<file path="config.mk">
export PLATFORM = sky130hd
export DESIGN_NAME = div32_iter
export DESIGN_NICKNAME = d
export VERILOG_FILES = /design/src/rtl/div32_iter_pkg.sv /design/src/rtl/div32_iter.sv
export SDC_FILE = /design/constraint.sdc
export NUM_CORES = 1
export LEC_CHECK = 0
export ABC_CLOCK_PERIOD_IN_PS = 5200
export CAP_MARGIN = 25
export CORE_ASPECT_RATIO = 0.9
export CORE_MARGIN = 2
export CORE_UTILIZATION = 53
export DETAILED_ROUTE_END_ITERATION = 10
export HOLD_SLACK_MARGIN = 0.12
export PLACE_DENSITY = 0.72
export REMOVE_ABC_BUFFERS = 1
export SYNTH_ARGS = -nofsm -noshare
export SYNTH_HDL_FRONTEND = slang
export SYNTH_SLANG_ARGS = --single-unit
</file>
<file path="constraint.sdc">
create_clock -name clk -period 5.2 [get_ports clk]
set_input_delay 1.04 -clock clk [delete_from_list [all_inputs] [get_ports clk]]
set_output_delay 1.04 -clock clk [all_outputs]
set_load 0.01 [all_outputs]
</file>
<file path="src/rtl/div32_iter_pkg.sv">
// div_pkg: shared definitions for the iterative divider.
//   div_state_t  : divider sequencing states (IDLE, CALC, FIX)
//   DIV_WIDTH    : operand width
//   DIV_LATENCY  : edges from accept to the out_en cycle
//   DIV_CNT_W    : width of the quotient-bit counter
//   condNeg()    : two's-complement negate when the flag is set; used both to
//                  form operand magnitudes and to restore result signs
package div_pkg;

  typedef enum logic [1:0] {
    IDLE,
    CALC,
    FIX
  } div_state_t;

  localparam int DIV_WIDTH   = 32;
  localparam int DIV_LATENCY = DIV_WIDTH + 2;
  localparam int DIV_CNT_W   = $clog2(DIV_WIDTH + 1);

  function automatic logic [DIV_WIDTH-1:0] condNeg(input logic [DIV_WIDTH-1:0] value,
                                                   input logic                 neg);
    return neg ? (~value + DIV_WIDTH'(1)) : value;
  endfunction

endpackage

</file>
<file path="src/rtl/div32_iter.sv">
// div32_iter: iterative radix-2 restoring divider, DIV/DIVU/REM/REMU with
// RISC-V semantics (divide-by-zero and signed overflow included). Fixed
// latency: a request accepted at edge E0 produces an out_en pulse in the
// cycle after edge E0+WIDTH+1.
// Ports:
//   clk        clock
//   rst        synchronous, active-low reset
//   in_en      request strobe, honoured only while idle
//   a, b       dividend / divisor
//   div_signed 1 = two's-complement operands
//   out_en     one-cycle completion pulse
//   idle       a request may be presented this cycle
//   q, rem     quotient / remainder, held until the next completion
module div32_iter
  import div_pkg::*;
#(
  parameter int WIDTH = DIV_WIDTH
) (
  input  logic             clk,
  input  logic             rst,
  input  logic             in_en,
  input  logic [WIDTH-1:0] a,
  input  logic [WIDTH-1:0] b,
  input  logic             div_signed,
  output logic             out_en,
  output logic             idle,
  output logic [WIDTH-1:0] q,
  output logic [WIDTH-1:0] rem
);

  div_state_t             state_q, state_d;
  logic [DIV_CNT_W-1:0]   cnt_q, cnt_d;
  logic [WIDTH:0]         prem_q, prem_d;
  logic [WIDTH-1:0]       quo_q, quo_d;
  logic [WIDTH-1:0]       dvsr_q, dvsr_d;
  logic [WIDTH-1:0]       aOrig_q, aOrig_d;
  logic                   signA_q, signA_d;
  logic                   signB_q, signB_d;
  logic                   zero_q, zero_d;
  logic [WIDTH-1:0]       q_q, q_d;
  logic [WIDTH-1:0]       rem_q, rem_d;
  logic                   outEn_q, outEn_d;

  logic [WIDTH:0]         trial;
  logic [WIDTH:0]         diff;
  logic                   quoBit;

  // After a restoring step the partial remainder is always below |b|, so its
  // top bit is zero on entry to every step; the shifted value is rebuilt from
  // the low WIDTH bits and the extra bit only protects the compare.
  logic                   unusedPremMsb;
  assign unusedPremMsb = prem_q[WIDTH];

  // Next-state and datapath. quo_q starts as |a| and is shifted left one bit
  // per CALC step while quotient bits enter at the bottom, so after WIDTH
  // steps it holds |q| and prem_q holds |rem|.
  always_comb begin
    state_d = state_q;
    cnt_d   = cnt_q;
    prem_d  = prem_q;
    quo_d   = quo_q;
    dvsr_d  = dvsr_q;
    aOrig_d = aOrig_q;
    signA_d = signA_q;
    signB_d = signB_q;
    zero_d  = zero_q;
    q_d     = q_q;
    rem_d   = rem_q;
    outEn_d = 1'b0;
    trial   = {prem_q[WIDTH-1:0], quo_q[WIDTH-1]};
    diff    = trial - {1'b0, dvsr_q};
    quoBit  = 1'b0;

    case (state_q)
      IDLE: begin
        if (in_en) begin
          signA_d = div_signed & a[WIDTH-1];
          signB_d = div_signed & b[WIDTH-1];
          quo_d   = condNeg(a, signA_d);
          dvsr_d  = condNeg(b, signB_d);
          aOrig_d = a;
          zero_d  = (b == '0);
          prem_d  = '0;
          cnt_d   = '0;
          state_d = CALC;
        end
      end

      CALC: begin
        if (trial >= {1'b0, dvsr_q}) begin
          prem_d = diff;
          quoBit = 1'b1;
        end else begin
          prem_d = trial;
        end
        quo_d = {quo_q[WIDTH-2:0], quoBit};
        cnt_d = cnt_q + DIV_CNT_W'(1);
        if (cnt_q == DIV_CNT_W'(WIDTH - 1)) begin
          state_d = FIX;
        end
      end

      FIX: begin
        // Min-int / -1 needs no special case: |q| = 2^(WIDTH-1) and equal
        // signs leave it unnegated, which is exactly the overflow result.
        if (zero_q) begin
          q_d   = '1;
          rem_d = aOrig_q;
        end else begin
          q_d   = condNeg(quo_q, signA_q ^ signB_q);
          rem_d = condNeg(prem_q[WIDTH-1:0], signA_q);
        end
        outEn_d = 1'b1;
        state_d = IDLE;
      end

      default: begin
        state_d = IDLE;
      end
    endcase
  end

  // State and datapath registers. Reset abandons any operation in flight
  // without producing a completion pulse.
  always_ff @(posedge clk) begin
    if (!rst) begin
      state_q <= IDLE;
      cnt_q   <= '0;
      prem_q  <= '0;
      quo_q   <= '0;
      dvsr_q  <= '0;
      aOrig_q <= '0;
      signA_q <= 1'b0;
      signB_q <= 1'b0;
      zero_q  <= 1'b0;
      q_q     <= '0;
      rem_q   <= '0;
      outEn_q <= 1'b0;
    end else begin
      state_q <= state_d;
      cnt_q   <= cnt_d;
      prem_q  <= prem_d;
      quo_q   <= quo_d;
      dvsr_q  <= dvsr_d;
      aOrig_q <= aOrig_d;
      signA_q <= signA_d;
      signB_q <= signB_d;
      zero_q  <= zero_d;
      q_q     <= q_d;
      rem_q   <= rem_d;
      outEn_q <= outEn_d;
    end
  end

  // idle drops as soon as a request is presented so an issuer never sees
  // idle=1 on the edge its own request is taken.
  assign idle   = (state_q == IDLE) & ~in_en;
  assign out_en = outEn_q;
  assign q      = q_q;
  assign rem    = rem_q;

endmodule

</file>
==> run metrics, run 1 <==
post-synth cell types 68; post-CTS setup buffers 0; GP Congestion 0.8777; Slew Limit Fails 0; worst-margin pin slew 0.9711 ns; Final Hold Viols 0; clock period minus worst slack 3.570 ns; starting density of the core 54.19%; Data arrival, critical path 3.96 ns; CP required 5.59 ns; die area 24250 sq um; vias post-DR 11190; vias in the first global route 10090; async set-or-reset flop fraction in the synthesized netlist 0%; Pwr Total 5.099 mW; drt total wl 31.02 mm; Clock Sinks 204; #FFs+latches synth 204; Global Route Usage Sum 25.10%; PortBufs 133; Num CTS Buffers 23; Final setup viols 0; largest net degree at the start of global routing 73; Initial DRC Count 854; # DRC 0; WL/cell 15.87 um; initial antenna violation count 0; Core Rows 52; Clk Latency, worst-skew pair 0.51 ns; outcome completed; antenna cell count 0; maxcap violations 0; Fmax 0.2801 GHz; sequential area share after synthesis 33.48%; core footprint 22510 sq um; LEAKAGE 5.804 nW; most frequent cells in the layout nand2_1 (234), dfxtp_1 (203), o21ai_0 (160); layout cell share with drive strength beyond 1 4.946%; IO Pins 134; drt first pass iters 6; worst hold path class register to register; total area of sequential cells 4085 sq um; RSZ-0062 raised after global routing no; CP startpoint kind register; Congestion Overflow GR 0; Die Y 147.9 um; final worst path period share 68.65%; Post-Syn Area 12200 sq um; post-DP HPWL 22.33 mm; Primary FF master, synth dfxtp_1; Peak VDD IR 0.0002331 V; WS Path Type register to register; first-pass GRT wire length 50.54 mm; most common cell after layout, fill and taps aside nand2_1; Reg clk slew, reported paths 0.05 ns; skew final 0.01379 ns; footprint of the multi-input gates 7541 sq um; Clock Path Buffers 3; CTS Hold Buffers Added 0; Die Wd 163.9 um; CTS resizes 0; Slew headroom 35.11%; Via density 5.725; yosys warns 0; Max FO, Critical Path 39; layout overhead on the synthesized area 18.20%; H-tree depth 1; P per Cell Area 353.7 nW/um^2; Hold Slack 0.4634 ns; CTS tree built; Setup crit end kind register; Post-Syn Area per Cell 7.769 sq um; antenna viol nets, final 0; final-stage net count 1748; clock root buffer clkbuf_16; filler cell count 2030; setup TNS 0 ns; EDFF count, synth 0; Synth Instances 1570
Yosys cell counts (11+ instances only):
| cell type | instances | area (sq um) |
|---|---|---|
| a21oi_1 | 122 | 610.6 |
| dfxtp_1 | 204 | 4084 |
| nor2_1 | 81 | 304.0 |
| nor4_1 | 11 | 68.82 |
| ha_1 | 37 | 462.9 |
| or3_1 | 18 | 112.6 |
| o31ai_1 | 28 | 210.2 |
| o21ai_0 | 160 | 800.8 |
| a22oi_1 | 30 | 225.2 |
| clkbuf_1 | 90 | 337.8 |
| nor3_1 | 24 | 120.1 |
| nand2_1 | 235 | 882.1 |
| o211ai_1 | 13 | 97.59 |
| and2_1 | 40 | 250.2 |
| xor2_1 | 65 | 569.3 |
| nand3_1 | 25 | 125.1 |
| inv_1 | 54 | 202.7 |
| xnor2_1 | 76 | 665.6 |
| o211a_1 | 38 | 380.4 |
| a21boi_0 | 51 | 382.9 |
| nor2b_1 | 11 | 68.82 |
| a31oi_1 | 17 | 106.4 |
final cells by class:
class	count	share of cell area, %
tap	297	2.577
sequential	204	28.33
clock buffer	34	4.695
clock inverter	7	0.4426
multi-input combinational	1210	52.30
inverter	54	1.406
timing repair buffer	149	10.24
flip-flops by register name, indices dropped and copies added (netlist names):
name / flops
prem_q: 32
quo_q: 32
aOrig_q: 32
q: 32
rem: 32
dvsr_q: 32
zero_q: 1
state_q: 2
signA_q: 1
out_en: 1
signB_q: 1
cnt_q: 6
logic make-up after synthesis:
group	synth area share, %
compound gates	27.44
simple gates	19.26
flops	33.48
buf+inv	4.903
xor+xnor	10.12
fa+ha+maj	3.959
mux	0.8309
worst max-delay path, cell delays in order, from the launching register on:
cell	delay, ns
dfxtp_1	0.48
ha_1	0.35
a21o_1	0.21
a31oi_1	0.21
a21oi_1	0.17
o21ai_0	0.35
a21boi_0	0.25
nor2_4	0.80
buf_4	0.34
nor2_1	0.07
a21oi_1	0.13
o21ai_0	0.08
path summary, 6_finish.rpt:
path | startpoint | endpoint | slack, ns | cells past startpoint
worst max-delay path | prem_q[3] | prem_q[2] | 1.63 | 11
worst min-delay path | rem[4] | rem[4] | 0.46 | 2
worst max register to register | prem_q[3] | prem_q[2] | 1.63 | 11
worst min register to register | rem[4] | rem[4] | 0.46 | 2
where the power goes:
group / internal (mW) / switching, mW / total [mW]
clock network: 0.948 / 0.642 / 1.59
logic: 0.721 / 0.989 / 1.71
registers: 1.66 / 0.135 / 1.80
metrics by stage:
stage | utilization, % | std cells | area [sq um] | setup WS, ns
CTS | 63.82 | 1952 | 14370 | 1.616
global route | 64.05 | 1955 | 14420 | 1.365
detailed placement | 60.53 | 1911 | 13630 | 1.212
finish | 64.05 | 1955 | 14420 | 1.630
floorplan | - | 1468 | 11800 | 0.8680
global placement | 60.53 | 1911 | 13630 | 1.216
layer usage:
| layer | wire length, um | vias up | GRT usage (%) | part of all wire (%) |
|---|---|---|---|---|
| li1 | - | 5699 | - | - |
| met1 | 14580 | 5140 | 34.94 | 47 |
| met2 | 14170 | 303 | 41.70 | 46 |
| met3 | 1618 | 51 | 3.058 | 5.2 |
| met4 | 651 | 0 | 5.570 | 2.1 |
| met5 | 0 | - | 0 | 0 |
Note: power is estimated with default switching activity, not from simulation.
==> run 2, diff against run 1 <==
- ABC_CLOCK_PERIOD_IN_PS: 5200 -> 3220
- CORE_UTILIZATION: 53 -> 52
- PLACE_DENSITY: 0.72 -> 0.73
- clock period: 5.2 -> 3.22 ns (I/O delays scaled with it)
==> run 2 against run 1 <==
Against the previous run:
- global-route usage down 0.17 points
- utilization up 0.42 points
- maximum frequency up 20%
- sequential share of layout area down 1.0 points
- hold slack better by 0.00083 ns
- critical endpoint is now prem_q[16]
- count of clock-buffer cells in the layout down 4
- die area up 1.9%
- register-to-register slack worse by 1.4 ns
- non-clock buffer count up 55
==> run metrics, run 2 (synthesis gave the netlist of run 1 again) <==
IO Pins 134 (unchanged); # DRC 0 (unchanged); Slew Limit Fails 0 (unchanged); CTS Hold Buffers Added 0 (unchanged); final-stage net count 1804 (+3.2%); Setup crit end kind register; first-pass GRT wire length 50.84 mm (+0.59%); CP max-delay cell fa_1; Fmax 0.3355 GHz (+20%); Congestion Overflow GR 0 (unchanged); CP required 3.61 ns (-1.98 ns); HP Start rem[9]; WS Path Type register to register; starting density of the core 52.56% (-1.6 points); Final setup viols 0 (unchanged); worst-margin pin slew 0.7533 ns (-0.2178 ns); Clk Latency, worst-skew pair 0.53 ns (+0.02 ns); Place WS -0.03911 ns (-1.251 ns); antenna cell count 0 (unchanged); layout cell share with drive strength beyond 1 8.338% (+3.4 points); Pwr Total 8.667 mW (+70%); Global Route Usage Sum 24.93% (-0.17 points); most frequent cells in the layout nand2_1 (234), dfxtp_1 (203), o21ai_0 (160); final worst path period share 92.58% (+24 points); Clock Path Buffers 3 (unchanged); H-tree depth 1 (unchanged); crit-path max cell delay 0.37 ns (-0.43 ns); dpl cell area 14110 sq um (+3.5%); Num CTS Buffers 24 (+4.3%); CTS resizes 0 (unchanged); Design Area, Final 14960 sq um (+3.8%); reg2reg setup slack 0.24 ns (-1.39 ns); Min-Delay Path Depth 2 (unchanged); WL/cell 15.64 um (-1.5%); most common cell after layout, fill and taps aside nand2_1; largest net degree at the start of global routing 135 (+85%); Max FO, Critical Path 4 (-90%); initial antenna violation count 0 (unchanged); GP Congestion 0.9291 (+5.9%); Hold Slack 0.4643 ns (+0.0008350 ns); antenna viol nets, final 0 (unchanged); CP startpoint kind register; R2R Path Start quo_q[31]; drt total wl 31.54 mm (+1.7%); Initial DRC Count 829 (-2.9%); final core utilization 64.46% (+0.42 points); Final Worst Setup Slack 0.2390 ns (-1.391 ns); RSZ-0062 raised after global routing no; hold endpoint rem[9]; maxcap violations 0 (unchanged); PortBufs 133 (unchanged); Core Rows 53 (+1.9%); clock period minus worst slack 2.981 ns (-0.5888 ns); drt first pass iters 6 (unchanged); post-layout instance count excluding filler cells 2017 (+3.2%); setup TNS 0 ns (unchanged); skew final 0.02389 ns (+0.01010 ns); Die Y 149.3 um (+0.93%); post-CTS setup buffers 0 (unchanged); layout overhead on the synthesized area 22.66%; outcome completed; CTS tree built; core footprint 23210 sq um (+3.1%); Slew headroom 49.78% (+15 points); Data arrival, critical path 3.37 ns (-0.59 ns); P per Cell Area 579.2 nW/um^2 (+64%); Reg clk slew, reported paths 0.06 ns (about the same); clock root buffer clkbuf_16; R2R Path End prem_q[16]; worst hold path class register to register; worst r2r path cells 14 (+3); Inst Count DP 1973 (+3.2%); critical path cell sequence inv_1 -> ha_1 -> inv_1 -> fa_1 -> a21o_1 -> a311oi_1 -> o21ai_0 -> o21a_1 -> buf_4 -> a221oi_1 -> xor2_1 -> nor2_1 -> a21oi_1 -> o21ai_0; post-DP HPWL 22.65 mm (+1.5%); vias post-DR 11440 (+2.2%); die area 24700 sq um (+1.9%); Via density 5.670 (-0.96%); Final Hold Viols 0 (unchanged); Die Wd 165.4 um (+0.93%); vias in the first global route 10410 (+3.2%); LEAKAGE 6.125 nW (+5.5%); Peak VDD IR 0.0004685 V (+100%); Clock Sinks 204 (unchanged)
==> run 2: worst max-delay path: cells and delay by family, from the launching register on <==
family / cells / cell delay, ns
AO/OA/AOI/OAI: 7 / 1.43
adder cells (fa/ha/maj): 2 / 0.56
AND/OR/NAND/NOR: 1 / 0.05
flip-flops: 1 / 0.31
XOR/XNOR: 1 / 0.17
buffers and inverters: 3 / 0.32
==> run 2: worst max path at each step <==
stage / startpoint / endpoint / slack, ns
floorplan: in_en / quo_q[10] / -0.72
global route: prem_q[18] / prem_q[30] / 0.01
global placement: b[9] / dvsr_q[30] / -0.01
CTS: quo_q[31] / prem_q[16] / 0.26
detailed placement: b[9] / dvsr_q[26] / -0.04
finish: quo_q[31] / prem_q[16] / 0.24
==> run 2: cell type report <==
type                            count  area [sq um]
Clock buffer                       30         673.1
Clock inverter                     13         163.9
Fill cell                        2049          8248
Inverter                           54         202.7
Multi-Input combinational cell   1210          7540
Sequential cell                   204          4085
Tap cell                          302         377.9
Timing Repair Buffer              204          1919
==> run 2: report_power, final <==
| part | internal [mW] | total (mW) | leakage [nW] | switching, mW |
|---|---|---|---|---|
| Sequential | 2.69 | 2.88 | 1.66 | 0.193 |
| Combinational | 1.30 | 2.96 | 4.05 | 1.67 |
| Clock | 1.73 | 2.82 | 0.410 | 1.10 |
| Total | 5.71 | 8.67 | 6.13 | 2.96 |
==> run 2: metal layers <==
metal,vias up,global-route usage [%],share of wire (%)
met1,5294,33.92,47
met3,46,2.585,4.5
li1,5803,-,-
met4,0,5.819,2.3
met2,294,42.53,47
met5,-,0,0
